## config.mk

```make
export PLATFORM = sky130hd
export DESIGN_NAME = qr_stream_core
export DESIGN_NICKNAME = d
export VERILOG_FILES = /design/src/rtl/qr_stream_core.sv
export SDC_FILE = /design/constraint.sdc
export NUM_CORES = 1
export LEC_CHECK = 0
export ABC_AREA = 1
export BUFFER_PORTS_ARGS = -buffer_cell sky130_fd_sc_hd__buf_2
export CAP_MARGIN = 30
export CORE_MARGIN = 5
export CORE_UTILIZATION = 35
export CTS_CLUSTER_SIZE = 40
export DETAILED_ROUTE_END_ITERATION = 8
export PLACE_DENSITY_LB_ADDON = 0.25
export SLEW_MARGIN = 15
export SYNTH_ARGS = -nofsm -noshare
export SYNTH_HDL_FRONTEND = slang
export SYNTH_SLANG_ARGS = --single-unit
```

## constraint.sdc

```tcl
create_clock -name clk -period 1.9 [get_ports clk]
set_input_delay 0.095 -clock clk [delete_from_list [all_inputs] [get_ports clk]]
set_output_delay 0.095 -clock clk [all_outputs]
set_load 0.01 [all_outputs]
```

## src/rtl/qr_stream_core.sv

```systemverilog
// Stream wrapper for the QR CORDIC engine: unpacks an input frame into the engine vector,
// runs the engine, and repacks its result onto the output stream; optional per-frame bypass.
module qr_stream_core #(
    parameter int unsigned TBITS     = 32,
    parameter int unsigned TBYTE     = 4,
    parameter int unsigned ELEM_W    = 13,
    parameter int unsigned EPW       = 2,
    parameter int unsigned IN_WORDS  = 8,
    parameter int unsigned OUT_WORDS = 8
) (
    input  logic                              clk,
    input  logic                              rst_n,
    input  logic                              mode,
    input  logic [TBITS-1:0]                  isif_data_dout,
    input  logic [TBYTE-1:0]                  isif_strb_dout,
    input  logic                              isif_last_dout,
    input  logic                              isif_user_dout,
    input  logic                              isif_empty_n,
    output logic                              isif_read,
    output logic [TBITS-1:0]                  osif_data_din,
    output logic [TBYTE-1:0]                  osif_strb_din,
    output logic                              osif_last_din,
    output logic                              osif_user_din,
    input  logic                              osif_full_n,
    output logic                              osif_write,
    output logic                              eng_start,
    output logic [IN_WORDS*EPW*ELEM_W-1:0]    eng_in,
    input  logic                              eng_done,
    input  logic [OUT_WORDS*EPW*ELEM_W-1:0]   eng_out,
    output logic                              busy,
    output logic                              frame_err
);

    localparam int unsigned InW      = IN_WORDS * EPW * ELEM_W;
    localparam int unsigned OutW     = OUT_WORDS * EPW * ELEM_W;
    localparam int unsigned MaxWords = (IN_WORDS > OUT_WORDS) ? IN_WORDS : OUT_WORDS;
    localparam int unsigned CW       = $clog2(MaxWords) + 1;
    localparam logic [CW-1:0] RdLast = CW'(IN_WORDS - 1);
    localparam logic [CW-1:0] WrLast = CW'(OUT_WORDS - 1);

    typedef enum logic [2:0] {StIdle, StRead, StCal, StWb, StByp} state_e;

    state_e          state_q;
    logic [CW-1:0]   rd_cnt_q, wr_cnt_q;
    logic [InW-1:0]  in_buf_q;
    logic [OutW-1:0] out_buf_q;
    logic            eng_start_q, frame_err_q, done_seen_q;
    logic [TBITS-1:0] wb_word;

    assign eng_in    = in_buf_q;
    assign eng_start = eng_start_q;
    assign frame_err = frame_err_q;
    assign busy      = (state_q != StIdle);

    always_comb begin
        wb_word = '0;
        for (int j = 0; j < OUT_WORDS; j++) begin
            if (wr_cnt_q == CW'(j)) begin
                for (int e = 0; e < EPW; e++) begin
                    wb_word[e*ELEM_W +: ELEM_W] = out_buf_q[(j*EPW+e)*ELEM_W +: ELEM_W];
                end
            end
        end
    end

    always_comb begin
        isif_read     = 1'b0;
        osif_write    = 1'b0;
        osif_data_din = '0;
        osif_strb_din = '0;
        osif_last_din = 1'b0;
        osif_user_din = 1'b0;
        unique case (state_q)
            StRead: isif_read = isif_empty_n;
            StWb: begin
                osif_write = osif_full_n;
                if (osif_full_n) begin
                    osif_data_din = wb_word;
                    osif_strb_din = '1;
                    osif_user_din = (wr_cnt_q == '0);
                    osif_last_din = (wr_cnt_q == WrLast);
                end
            end
            StByp: begin
                isif_read  = isif_empty_n & osif_full_n;
                osif_write = isif_empty_n & osif_full_n;
                if (osif_write) begin
                    osif_data_din = isif_data_dout;
                    osif_strb_din = isif_strb_dout;
                    osif_last_din = isif_last_dout;
                    osif_user_din = isif_user_dout;
                end
            end
            default: ;
        endcase
    end

    always_ff @(posedge clk or negedge rst_n) begin
        if (!rst_n) begin
            state_q     <= StIdle;
            rd_cnt_q    <= '0;
            wr_cnt_q    <= '0;
            in_buf_q    <= '0;
            out_buf_q   <= '0;
            eng_start_q <= 1'b0;
            frame_err_q <= 1'b0;
            done_seen_q <= 1'b0;
        end else begin
            eng_start_q <= 1'b0;
            frame_err_q <= 1'b0;
            unique case (state_q)
                StIdle: begin
                    if (mode)              state_q <= StByp;
                    else if (isif_empty_n) state_q <= StRead;
                end
                StRead: begin
                    if (isif_read) begin
                        for (int k = 0; k < IN_WORDS; k++) begin
                            if (rd_cnt_q == CW'(k)) begin
                                for (int e = 0; e < EPW; e++) begin
                                    in_buf_q[(k*EPW+e)*ELEM_W +: ELEM_W] <=
                                        isif_data_dout[e*ELEM_W +: ELEM_W];
                                end
                            end
                        end
                        // Length is set by the count alone; last only flags a mismatch.
                        frame_err_q <= (isif_last_dout != (rd_cnt_q == RdLast));
                        if (rd_cnt_q == RdLast) begin
                            rd_cnt_q    <= '0;
                            eng_start_q <= 1'b1;
                            state_q     <= StCal;
                        end else begin
                            rd_cnt_q <= rd_cnt_q + CW'(1);
                        end
                    end
                end
                StCal: begin
                    // One settling cycle after the latch gives the two-cycle result latency.
                    if (done_seen_q) begin
                        done_seen_q <= 1'b0;
                        state_q     <= StWb;
                    end else if (eng_done) begin
                        out_buf_q   <= eng_out;
                        done_seen_q <= 1'b1;
                    end
                end
                StWb: begin
                    if (osif_write) begin
                        if (wr_cnt_q == WrLast) begin
                            wr_cnt_q <= '0;
                            state_q  <= StIdle;
                        end else begin
                            wr_cnt_q <= wr_cnt_q + CW'(1);
                        end
                    end
                end
                StByp: begin
                    if (osif_write && isif_last_dout) state_q <= StIdle;
                end
                default: state_q <= StIdle;
            endcase
        end
    end

endmodule
```

==> run metrics, run 1 <==
maximum clock path buffer count=3; share of synthesized area occupied by flip-flops and latches=55.7%; clock tree skew after final layout=0.0235 ns; routability congestion estimate=0.892; share of synthesized flip-flops with an asynchronous set or reset=100%; library cell with the largest summed area after synthesis=sky130_fd_sc_hd__dfrtp_1; Pwr Density=1570 nW/um^2; failing checks=setup timing; unrepaired setup endpoints after global routing=true; Avg Synthesized Cell Area=10.0 sq um; count of flip-flops with a built-in enable after synthesis=0; R2R Setup Slk=-0.09 ns; placement-stage cell area=23,300 sq um; biggest area contributors in the synthesized netlist=sky130_fd_sc_hd__dfrtp_1 56%, sky130_fd_sc_hd__nand2_1 11%, sky130_fd_sc_hd__mux2_4 7.8%; max-cap viol count=0; starting density of the core=35.2%; worst hold path stage count=3; number of distinct library cells after synthesis=33; via count=17.3k; Least-Margin Pin Slew=0.531 ns; arrival time at the worst endpoint=2.55 ns; Final Instance Area=29,300 sq um; DP HPWL=52,900 um; reg2reg end=state_q[1]$_DFFE_PN0P_; count of pins over their slew limit=0; worst path required time=1.80 ns; critical register-to-register path startpoint=wr_cnt_q[1]$_DFFE_PN0P_; share of final-layout standard cells stronger than drive strength 1=38.7%; HP Start=isif_data_dout[2]; mapped cell area=19,300 sq um; most instantiated flip-flop cell in the synthesis netlist=sky130_fd_sc_hd__dfrtp_1; Finish-stage setup viols=42; Synthesis Warnings=0; fraction of post-synthesis cell area in the top cell type by area=55.7%; number of antenna violations at the first check in global routing=6; gr usage total=24.1%; final hold violation count=0; cell leakage power=15.4 nW; Mapped Cells=1,922; worst IR drop on VDD=902 uV; Max Clock Freq=378 MHz; leading cell type by number of instances after synthesis=sky130_fd_sc_hd__nand2_1; Die Area=59,900 sq um; clock tree root driver cell=sky130_fd_sc_hd__clkbuf_16; non-filler instance count after layout=3,508; number of buffers inserted during clock tree synthesis=48; Worst setup SP type=register; detailed-routing iteration count for the pre-antenna-repair pass=8; result of the run=finished, violations left; remaining antenna violation count=0; area of the core=54,900 sq um; overall overflow remaining after global route=0; slack of the critical path=-0.743 ns; signed area change from the synthesized netlist to the final layout=51.9%; register bit count reported by yosys=430; synthesized net count=2,182; total power consumption of the routed design=46.0 mW; number of cell instances on the worst register-to-register path=14; wire length of the first global-routing pass=111,000 um; largest net degree at the start of global routing=76; Post-Route WL=75,300 um; port bufs=502; leading cell types by count after synthesis=559 x sky130_fd_sc_hd__nand2_1, 430 x sky130_fd_sc_hd__dfrtp_1, 210 x sky130_fd_sc_hd__o21ai_1; final critical path time including I/O delays and setup=2.64 ns; largest fanout on the critical path=8; clock-pin slew on the worst setup and hold paths=0.06 ns; hold-critical path endpoint=eng_in[80]$_DFFE_PN0P_; final worst-path cycle share=139%; endpoint kind of the worst setup timing path=primary output; H-tree depth=2; TritonCTS clock tree=built; number of core rows=86; worst skew pair latency=0.59 ns; total number of clock tree sinks=430; die outline width=245 um; total placed cells including tap cells=3,129; Slew HR=64.6%; DRC viols=0; Layout Nets=3,021; violation count after the first detailed-route iteration=1,075; vias per inst=4.93; vias in the first global route=17.7k; Hold/Removal Path Class=in2reg; average wire length per cell after detail routing=21.5 um; type of the worst setup path=reg2out; floorplan die height=245 um; post-route setup TNS=-20.19 ns; Boundary Pins=503
report_power, final:
part / leakage, nW / internal (mW) / switching [mW]
Sequential: 5.51 / 13.2 / 2.83
Clock: 0.841 / 6.07 / 3.99
Combinational: 9.03 / 9.33 / 10.6
Total: 15.4 / 28.6 / 17.5
state kept, by name, indices dropped and copies added, names as in the netlist:
signal,count
rd_cnt_q,4
done_seen_q,1
out_buf_q,208
wr_cnt_q,4
state_q,3
frame_err,1
eng_in,208
eng_start,1
routing by layer:
metal / part of all wire [%] / GRT usage (%) / vias to the layer above
met4: 5.5 / 11.4 / 0
met2: 48 / 40.3 / 768
met3: 6.1 / 4.06 / 178
met1: 41 / 30.5 / 8389
met5: 0 / 0 / -
li1: - / - / 7970
repair_timing:
action / in CTS / in global routing
endpoints found under the setup margin: 113 / 179
gates cloned: 9 / 5
hold buffers: 232 / 0
gates resized for setup: 268 / 90
pin swaps: 80 / 41
hold endpoints to repair: 775 / 0
buffers inserted: 29 / 17
worst max-delay path: stages, from the launching register on:
cell and delay (ns):
sky130_fd_sc_hd__dfrtp_1 0.43, sky130_fd_sc_hd__inv_2 0.14, sky130_fd_sc_hd__ha_4 0.19, sky130_fd_sc_hd__buf_12 0.13, sky130_fd_sc_hd__nand3_4 0.11, sky130_fd_sc_hd__buf_12 0.18
sky130_fd_sc_hd__buf_12 0.14, sky130_fd_sc_hd__nand2_1 0.06, sky130_fd_sc_hd__inv_1 0.06, sky130_fd_sc_hd__nand3_4 0.10, sky130_fd_sc_hd__nand2_2 0.07, sky130_fd_sc_hd__nand2_2 0.07
sky130_fd_sc_hd__nand2_2 0.07, sky130_fd_sc_hd__nand2_1 0.06, sky130_fd_sc_hd__buf_2 0.13
kinds of logic after synthesis:
family / Yosys count / synth area share, %
adder cells (fa/ha/maj): 8 / 0.519
XOR/XNOR: 3 / 0.136
buffers and inverters: 248 / 6.08
AO/OA/AOI/OAI: 253 / 6.69
multiplexers: 207 / 14.0
AND/OR/NAND/NOR: 773 / 16.8
flip-flops: 430 / 55.7
cell usage in the layout (no fill, tap or decap), types with 5 or more instances in the layout:
cell	Yosys	final
sky130_fd_sc_hd__mux2_1	107	106
sky130_fd_sc_hd__inv_1	104	95
sky130_fd_sc_hd__nor2_1	78	54
sky130_fd_sc_hd__buf_12	0	38
sky130_fd_sc_hd__buf_16	0	8
sky130_fd_sc_hd__inv_4	0	5
sky130_fd_sc_hd__clkbuf_1	29	7
sky130_fd_sc_hd__dfrtp_1	430	429
sky130_fd_sc_hd__buf_8	0	6
sky130_fd_sc_hd__nand2_2	4	78
sky130_fd_sc_hd__nand2_4	0	23
sky130_fd_sc_hd__clkbuf_16	0	52
sky130_fd_sc_hd__clkinv_1	21	14
sky130_fd_sc_hd__nand3_4	6	18
sky130_fd_sc_hd__nand4_1	24	24
sky130_fd_sc_hd__buf_4	2	81
sky130_fd_sc_hd__mux2_4	100	101
sky130_fd_sc_hd__nand2_1	559	460
sky130_fd_sc_hd__a21oi_1	5	5
sky130_fd_sc_hd__clkbuf_8	0	11
sky130_fd_sc_hd__o21ai_1	210	203
sky130_fd_sc_hd__nor2_4	4	16
sky130_fd_sc_hd__clkinvlp_4	0	5
sky130_fd_sc_hd__inv_2	14	14
sky130_fd_sc_hd__clkinv_2	0	13
sky130_fd_sc_hd__buf_2	56	482
sky130_fd_sc_hd__nand3_1	87	48
sky130_fd_sc_hd__dlygate4sd3_1	0	231
sky130_fd_sc_hd__nor2_2	3	15
sky130_fd_sc_hd__o21ai_2	0	9
sky130_fd_sc_hd__o21ai_0	29	26
sky130_fd_sc_hd__buf_6	22	44
sky130_fd_sc_hd__bufinv_16	0	7
sky130_fd_sc_hd__nand3_2	1	28
sky130_fd_sc_hd__nor3_4	1	5
worst max path at each step:
stage / from / endpoint / slack (ns) / cells past startpoint
floorplan: wr_cnt_q[0]$_DFFE_PN0P_ / osif_data_din[16] / 0.15 / 14
global placement: wr_cnt_q[1]$_DFFE_PN0P_ / osif_data_din[6] / -0.46 / 10
detailed placement: wr_cnt_q[1]$_DFFE_PN0P_ / osif_data_din[6] / -0.48 / 10
CTS: wr_cnt_q[1]$_DFFE_PN0P_ / osif_data_din[18] / -0.73 / 14
global route: wr_cnt_q[1]$_DFFE_PN0P_ / osif_data_din[18] / -0.84 / 14
finish: wr_cnt_q[1]$_DFFE_PN0P_ / osif_data_din[18] / -0.74 / 14
area by class of cell:
cell class              count  area [sq um]
fillers                  4710         25600
flip-flops and latches    430         10800
multi-input cells        1244          8300
repair buffers            895          7030
clock buffers              66          1380
well taps                 704           881
inverters                 139           588
clock inverters            23           338
repair inverters            3          21.3
diodes                      4          10.0
metrics by stage:
step                hold slack (ns)  utilization (%)  worst slack [ns]
floorplan                    -0.201                -             0.150
global placement            0.00542             42.5            -0.463
detailed placement          0.00578             42.5            -0.481
CTS                          0.0169             52.4            -0.729
global route                 0.0347             53.4            -0.839
finish                       0.0376             53.4            -0.743
(Power assumes the default switching activity.)
==> inputs of run 2 (changes only) <==
--- a/config.mk
+++ b/config.mk
@@ -13,6 +13,7 @@
 export CTS_CLUSTER_SIZE = 40
 export DETAILED_ROUTE_END_ITERATION = 8
 export PLACE_DENSITY_LB_ADDON = 0.25
+export SETUP_SLACK_MARGIN = 0.15
 export SLEW_MARGIN = 15
 export SYNTH_ARGS = -nofsm -noshare
 export SYNTH_HDL_FRONTEND = slang
==> run 2 against run 1 <==
- the flow still finishes with violations (setup timing)
- clock-buffer cell count stayed put
- final cell count grew 1.6%
- critical path depth is the same
- total power up 4.3%
- clock skew up 0.0015 ns
- worst hold slack better by 0.012 ns
- via count is 3.4% higher
- largest power group unchanged
==> run metrics, run 2 (synthesis gave the netlist of run 1 again) <==
area of the core=54,900 sq um (unchanged); Boundary Pins=503 (unchanged); Post-Route WL=81,300 um (+8.0%); switching power as a share of total power=37.6% (-0.27 points); DRC viols=0 (unchanged); maximum clock path buffer count=3 (unchanged); relative contribution of combinational cells to total power=45.3% (+1.9 points); endpoint kind of the worst setup timing path=primary output; clock tree skew after final layout=0.0250 ns (+0.00152 ns); number of fill cells=4,537 (-3.7%); detailed-routing iteration count for the pre-antenna-repair pass=5 (-3); violation count after the first detailed-route iteration=1,187 (+10%); final hold violation count=0 (unchanged); area used by multi-input combinational logic=8680 sq um (+4.6%); die outline width=245 um (unchanged); vias per inst=5.02 (+1.8%); total placed cells including tap cells=3,129 (unchanged); total number of clock tree sinks=430 (unchanged); average wire length per cell after detail routing=22.8 um (+6.3%); DP HPWL=52,900 um (unchanged); slack of the critical path=-0.741 ns (+0.00212 ns); arrival time at the worst endpoint=2.55 ns (about the same); Die Area=59,900 sq um (unchanged); starting density of the core=35.2% (unchanged); GRT Max-Usage Layer=met2; H-tree depth=2 (unchanged); worst IR drop on VDD=1040 uV (+16%); number of core rows=86 (unchanged); remaining antenna violation count=0 (unchanged); floorplan die height=245 um (unchanged); routability congestion estimate=0.892 (unchanged); Max Clock Freq=379 MHz (about the same); largest fanout on the critical path=8 (unchanged); number of buffers inserted during clock tree synthesis=48 (unchanged); clock-pin slew on the worst setup and hold paths=0.07 ns (about the same); Layout Nets=3,076 (+1.8%); unrepaired setup endpoints after global routing=true; Pwr Density=1560 nW/um^2 (-0.60%); via count=17.9k (+3.4%); met1 track demand over resource in global routing=30.8% (+0.27 points); cell leakage power=16.3 nW (+6.1%); count of pins over their slew limit=0 (unchanged); share of final-layout standard cells stronger than drive strength 1=43.4% (+4.7 points); gr usage total=25.2% (+1.1 points); part of the total power dissipated in sequential elements=33.6% (-1.2 points); failing checks=setup timing; utilization after layout=56.0% (+2.6 points); Final Instance Area=30,800 sq um (+4.9%); max-cap viol count=0 (unchanged); fraction of met3 tracks used by global routing=4.86% (+0.79 points); Worst setup SP type=register; port bufs=502 (unchanged); number of antenna violations at the first check in global routing=5 (-1); cell-internal power=29.9 mW (+4.7%); total power consumption of the routed design=48.0 mW (+4.3%); most frequent cells in the layout=480 x sky130_fd_sc_hd__buf_2, 448 x sky130_fd_sc_hd__nand2_1, 429 x sky130_fd_sc_hd__dfrtp_1; total net switching power=18.1 mW (+3.5%); worst path required time=1.80 ns (about the same); share of total power in the clock network=21.1% (-0.8 points); Finish-stage setup viols=278 (+560%); met2 track utilization from global routing=43.0% (+2.7 points); Slew HR=60.4% (-4.1 points); overall overflow remaining after global route=0 (unchanged); Hold/Removal Path Class=in2reg; hold slack=0.0492 ns (+0.0116 ns); final worst-path cycle share=139% (about the same); wire length of the first global-routing pass=115,000 um (+3.7%); Least-Margin Pin Slew=0.593 ns (+0.0618 ns); largest net degree at the start of global routing=76 (unchanged); non-filler instance count after layout=3,563 (+1.6%); post-route setup TNS=-71.27 ns (-51.08 ns); most common cell after layout, fill and taps aside=sky130_fd_sc_hd__buf_2; final critical path time including I/O delays and setup=2.64 ns (-0.00212 ns); placement-stage cell area=23,300 sq um (unchanged); post-place setup slack=-0.481 ns (unchanged); FF+latch area=10,800 sq um (unchanged); vias in the first global route=18.2k (+2.6%); TritonCTS clock tree=built; clock tree root driver cell=sky130_fd_sc_hd__clkbuf_16; type of the worst setup path=reg2out; signed area change from the synthesized netlist to the final layout=59.3%; worst skew pair latency=0.60 ns (about the same); result of the run=finished, violations left
-- run 2: changes by cell type in the layout (fill, tap and decap cells not counted), moves of 6 or more --
cell,delta
sky130_fd_sc_hd__mux2_1,-75
sky130_fd_sc_hd__nand2_1,-12
sky130_fd_sc_hd__nand2_2,+14
sky130_fd_sc_hd__o21ai_2,+8
sky130_fd_sc_hd__buf_4,+14
sky130_fd_sc_hd__clkbuf_16,+10
sky130_fd_sc_hd__nor2_2,+6
sky130_fd_sc_hd__buf_16,+13
sky130_fd_sc_hd__o21ai_0,-14
sky130_fd_sc_hd__buf_8,+10
sky130_fd_sc_hd__buf_12,+8
sky130_fd_sc_hd__mux2_4,+75
-- run 2: layout make-up --
| cell class | instances | area share [%] |
|---|---|---|
| sequential | 430 | 35.0 |
| multi-input combinational | 1245 | 28.2 |
| timing repair buffer | 951 | 26.4 |
| clock buffer | 66 | 4.48 |
| tap | 704 | 2.86 |
| inverter | 139 | 1.86 |
| clock inverter | 23 | 1.10 |
| antenna | 4 | 0.0325 |
| timing repair inverter | 1 | 0.0244 |
-- run 2: worst paths after layout --
path	startpoint	end	slack, ns	cells past startpoint
worst max register to register	state_q[0]$_DFFE_PN0P_	out_buf_q[119]$_DFFE_PN0P_	-0.31	11
min in group asynchronous	rst_n	out_buf_q[47]$_DFFE_PN0P_	0.18	3
worst min-delay path	isif_data_dout[3]	eng_in[29]$_DFFE_PN0P_	0.05	3
worst min register to register	eng_in[178]$_DFFE_PN0P_	eng_in[178]$_DFFE_PN0P_	0.48	2
max in group asynchronous	rst_n	out_buf_q[153]$_DFFE_PN0P_	1.29	3
worst max-delay path	wr_cnt_q[0]$_DFFE_PN0P_	osif_data_din[22]	-0.74	14
-- run 2: timing repair --
| action | in CTS | in global routing |
|---|---|---|
| endpoints found under the setup margin | 304 | 462 |
| gates cloned | 20 | 19 |
| endpoints found under the hold margin | 770 | 0 |
| pin swaps | 99 | 64 |
| hold buffers | 232 | 0 |
| setup buffers | 52 | 18 |
| gates resized for setup | 325 | 169 |
-- run 2: per-layer routing --
| layer | part of all wire [%] | vias up |
|---|---|---|
| met2 | 48 | 841 |
| li1 | - | 8111 |
| met5 | 0 | - |
| met3 | 6.6 | 219 |
| met4 | 5.8 | 0 |
| met1 | 39 | 8725 |
-- run 2: power groups by stage --
stage,combinational (mW),clock (mW),sequential [mW]
4_1_cts,19.9,10.3,15.9
3_3_place_gp,15.7,0,15.9
2_1_floorplan,8.46,0,15.9
5_1_grt,23.3,10.7,16.5
6_report,21.8,10.1,16.1
3_5_place_dp,16.0,0,15.9
-- run 2: worst max-delay path, stage by stage, from the launching register on --
cell,delay (ns)
sky130_fd_sc_hd__dfrtp_1,0.41
sky130_fd_sc_hd__inv_2,0.13
sky130_fd_sc_hd__ha_4,0.19
sky130_fd_sc_hd__nand2_8,0.09
sky130_fd_sc_hd__buf_12,0.16
sky130_fd_sc_hd__buf_4,0.14
sky130_fd_sc_hd__o21ai_1,0.13
sky130_fd_sc_hd__inv_1,0.08
sky130_fd_sc_hd__nand2_2,0.12
sky130_fd_sc_hd__nand3_4,0.10
sky130_fd_sc_hd__nand2_2,0.08
sky130_fd_sc_hd__nand2_2,0.07
sky130_fd_sc_hd__nand2_1,0.06
sky130_fd_sc_hd__nand2_1,0.06
sky130_fd_sc_hd__buf_2,0.14
==> inputs of run 3 (changes only) <==
--- a/config.mk
+++ b/config.mk
@@ -10,9 +10,10 @@
 export CAP_MARGIN = 30
 export CORE_MARGIN = 5
 export CORE_UTILIZATION = 35
+export CTS_CLUSTER_DIAMETER = 30
 export CTS_CLUSTER_SIZE = 40
 export DETAILED_ROUTE_END_ITERATION = 8
-export PLACE_DENSITY_LB_ADDON = 0.25
+export PLACE_DENSITY = 0.67
 export SETUP_SLACK_MARGIN = 0.15
 export SLEW_MARGIN = 15
 export SYNTH_ARGS = -nofsm -noshare
==> run 3 against run 2 <==
- the flow finishes with violations (hold timing, setup timing)
- critical path depth shrank 1
- critical endpoint is now osif_data_din[13]
- setup slack lost 0.034 ns
- clock-buffer cell count grew 40
- die area is the same
- final area grew 4.1%
- wire length grew 5.4%
- non-clock buffer count shrank 34
==> run metrics, run 3 (synthesis gave the netlist of run 1 again) <==
routability congestion estimate=0.902 (+1.1%); maximum clock path buffer count=3 (unchanged); area of the core=54,900 sq um (unchanged); vias per inst=5.26 (+4.8%); worst path required time=1.80 ns (about the same); number of antenna violations at the first check in global routing=6 (+1); worst IR drop on VDD=1060 uV (+1.1%); floorplan die height=245 um (unchanged); final worst-path cycle share=141% (+1.8 points); final critical path time including I/O delays and setup=2.67 ns (+0.0338 ns); Least-Margin Pin Slew=0.554 ns (-0.0391 ns); gr usage total=24.9% (-0.28 points); hold slack=-0.0366 ns (-0.0858 ns); most frequent cells in the layout=486 x sky130_fd_sc_hd__buf_2, 429 x sky130_fd_sc_hd__nand2_1, 426 x sky130_fd_sc_hd__dfrtp_1; type of the worst setup path=reg2out; port bufs=502 (unchanged); detailed-routing iteration count for the pre-antenna-repair pass=6 (+1); Finish-stage setup viols=243 (-13%); DP HPWL=51,200 um (-3.2%); HP Start=osif_full_n; largest fanout on the critical path=16 (+8); worst skew pair latency=0.64 ns (+0.04 ns); largest net degree at the start of global routing=85 (+12%); number of core rows=86 (unchanged); most common cell after layout, fill and taps aside=sky130_fd_sc_hd__buf_2; cell leakage power=16.9 nW (+3.3%); DRC viols=0 (unchanged); overall overflow remaining after global route=0 (unchanged); clock-pin slew on the worst setup and hold paths=0.05 ns (-0.02 ns); clock tree root driver cell=sky130_fd_sc_hd__clkbuf_16; non-filler instance count after layout=3,616 (+1.5%); TritonCTS clock tree=built; critical register-to-register path startpoint=state_q[0]$_DFFE_PN0P_; vias in the first global route=18.8k (+3.3%); failing checks=hold timing, setup timing; Die Area=59,900 sq um (unchanged); Hold/Removal Path Class=in2reg; Layout Nets=3,087 (+0.36%); slack of the critical path=-0.775 ns (-0.0338 ns); H-tree depth=3 (+1); number of buffers inserted during clock tree synthesis=94 (+96%); total number of clock tree sinks=430 (unchanged); utilization after layout=58.3% (+2.3 points); arrival time at the worst endpoint=2.58 ns (+0.03 ns); Worst setup SP type=register; average wire length per cell after detail routing=23.7 um (+3.9%); violation count after the first detailed-route iteration=1,794 (+51%); Slew HR=63.1% (+2.6 points); remaining antenna violation count=0 (unchanged); die outline width=245 um (unchanged); final hold violation count=1 (+1); share of final-layout standard cells stronger than drive strength 1=45.2% (+1.8 points); Post-Route WL=85,700 um (+5.4%); signed area change from the synthesized netlist to the final layout=65.8%; clock tree skew after final layout=0.0376 ns (+0.0125 ns); result of the run=finished, violations left; Post-CTS Hold Buffers=237 (+2.2%); Max Clock Freq=374 MHz (-1.3%); Pwr Density=1730 nW/um^2 (+11%); endpoint kind of the worst setup timing path=primary output; unrepaired setup endpoints after global routing=true; timing startpoint of the critical path=wr_cnt_q[0]$_DFFE_PN0P_; post-route setup TNS=-55.01 ns (+16.26 ns); wire length of the first global-routing pass=115,000 um (-0.44%); max-cap viol count=0 (unchanged); Boundary Pins=503 (unchanged); count of pins over their slew limit=0 (unchanged); via count=19.0k (+6.3%); total placed cells including tap cells=3,105 (-0.77%); starting density of the core=35.2% (unchanged)
run 3: metal layers:
layer | up-vias | GRT usage (%) | routed length, um
met3 | 347 | 6.09 | 7870
li1 | 8144 | - | -
met4 | 6 | 12.4 | 5170
met1 | 9233 | 29.5 | 30700
met5 | - | 0 | 45
met2 | 1295 | 42.4 | 41900
run 3: path summary, 6_finish.rpt:
kind,cells past startpoint,slack [ns],end
max,13,-0.77,osif_data_din[13]
min,4,-0.04,wr_cnt_q[3]$_DFFE_PN0P_
max reg2reg,11,-0.28,out_buf_q[5]$_DFFE_PN0P_
min reg2reg,2,0.48,eng_in[64]$_DFFE_PN0P_
max in group asynchronous,4,0.45,out_buf_q[35]$_DFFE_PN0P_
min in group asynchronous,3,0.49,out_buf_q[137]$_DFFE_PN0P_
run 3: timing repair:
action	in CTS	in global routing
setup endpoints to repair	405	457
cloned	7	34
gates resized for setup	228	279
endpoints found under the hold margin	812	1
pin swaps	50	64
setup buffers	27	25
run 3: through the flow:
step / instance area (sq um) / total power [mW] / setup WS (ns) / hold WS (ns)
floorplan: 19300 / 24.3 / 0.150 / -0.201
CTS: 30200 / 51.8 / -0.701 / -0.0819
finish: 32000 / 55.5 / -0.775 / -0.0366
global placement: 23200 / 31.1 / -0.298 / 0.0326
detailed placement: 23200 / 31.5 / -0.337 / 0.0336
global route: 32000 / 57.7 / -0.839 / -0.00458
run 3: final cells by class:
type / count / area (sq um)
Sequential cell: 430 / 10800
Inverter: 139 / 581
Clock buffer: 106 / 2480
Timing Repair Buffer: 917 / 7720
Clock inverter: 71 / 955
Multi-Input combinational cell: 1245 / 8610
Fill cell: 4230 / 22900
Antenna cell: 4 / 10.0
Tap cell: 704 / 881
run 3: critical path, cell delays in order, from the launching register on:
cell and delay, ns:
sky130_fd_sc_hd__dfrtp_2 0.45, sky130_fd_sc_hd__inv_4 0.11, sky130_fd_sc_hd__ha_4 0.19, sky130_fd_sc_hd__nand2_8 0.10, sky130_fd_sc_hd__buf_12 0.17, sky130_fd_sc_hd__o21ai_1 0.19, sky130_fd_sc_hd__inv_1 0.08, sky130_fd_sc_hd__nand2_2 0.13
sky130_fd_sc_hd__nand3_4 0.11, sky130_fd_sc_hd__nand2_2 0.08, sky130_fd_sc_hd__nand2_2 0.07, sky130_fd_sc_hd__nand2_2 0.07, sky130_fd_sc_hd__nand2_1 0.05, sky130_fd_sc_hd__buf_2 0.13
run 3: report_power, final:
| part | switching (mW) | total, mW | internal [mW] | leakage, nW |
|---|---|---|---|---|
| Combinational | 11.5 | 21.7 | 10.3 | 9.71 |
| Sequential | 3.06 | 16.3 | 13.2 | 5.51 |
| Clock | 5.89 | 17.5 | 11.6 | 1.65 |
| Total | 20.4 | 55.5 | 35.1 | 16.9 |
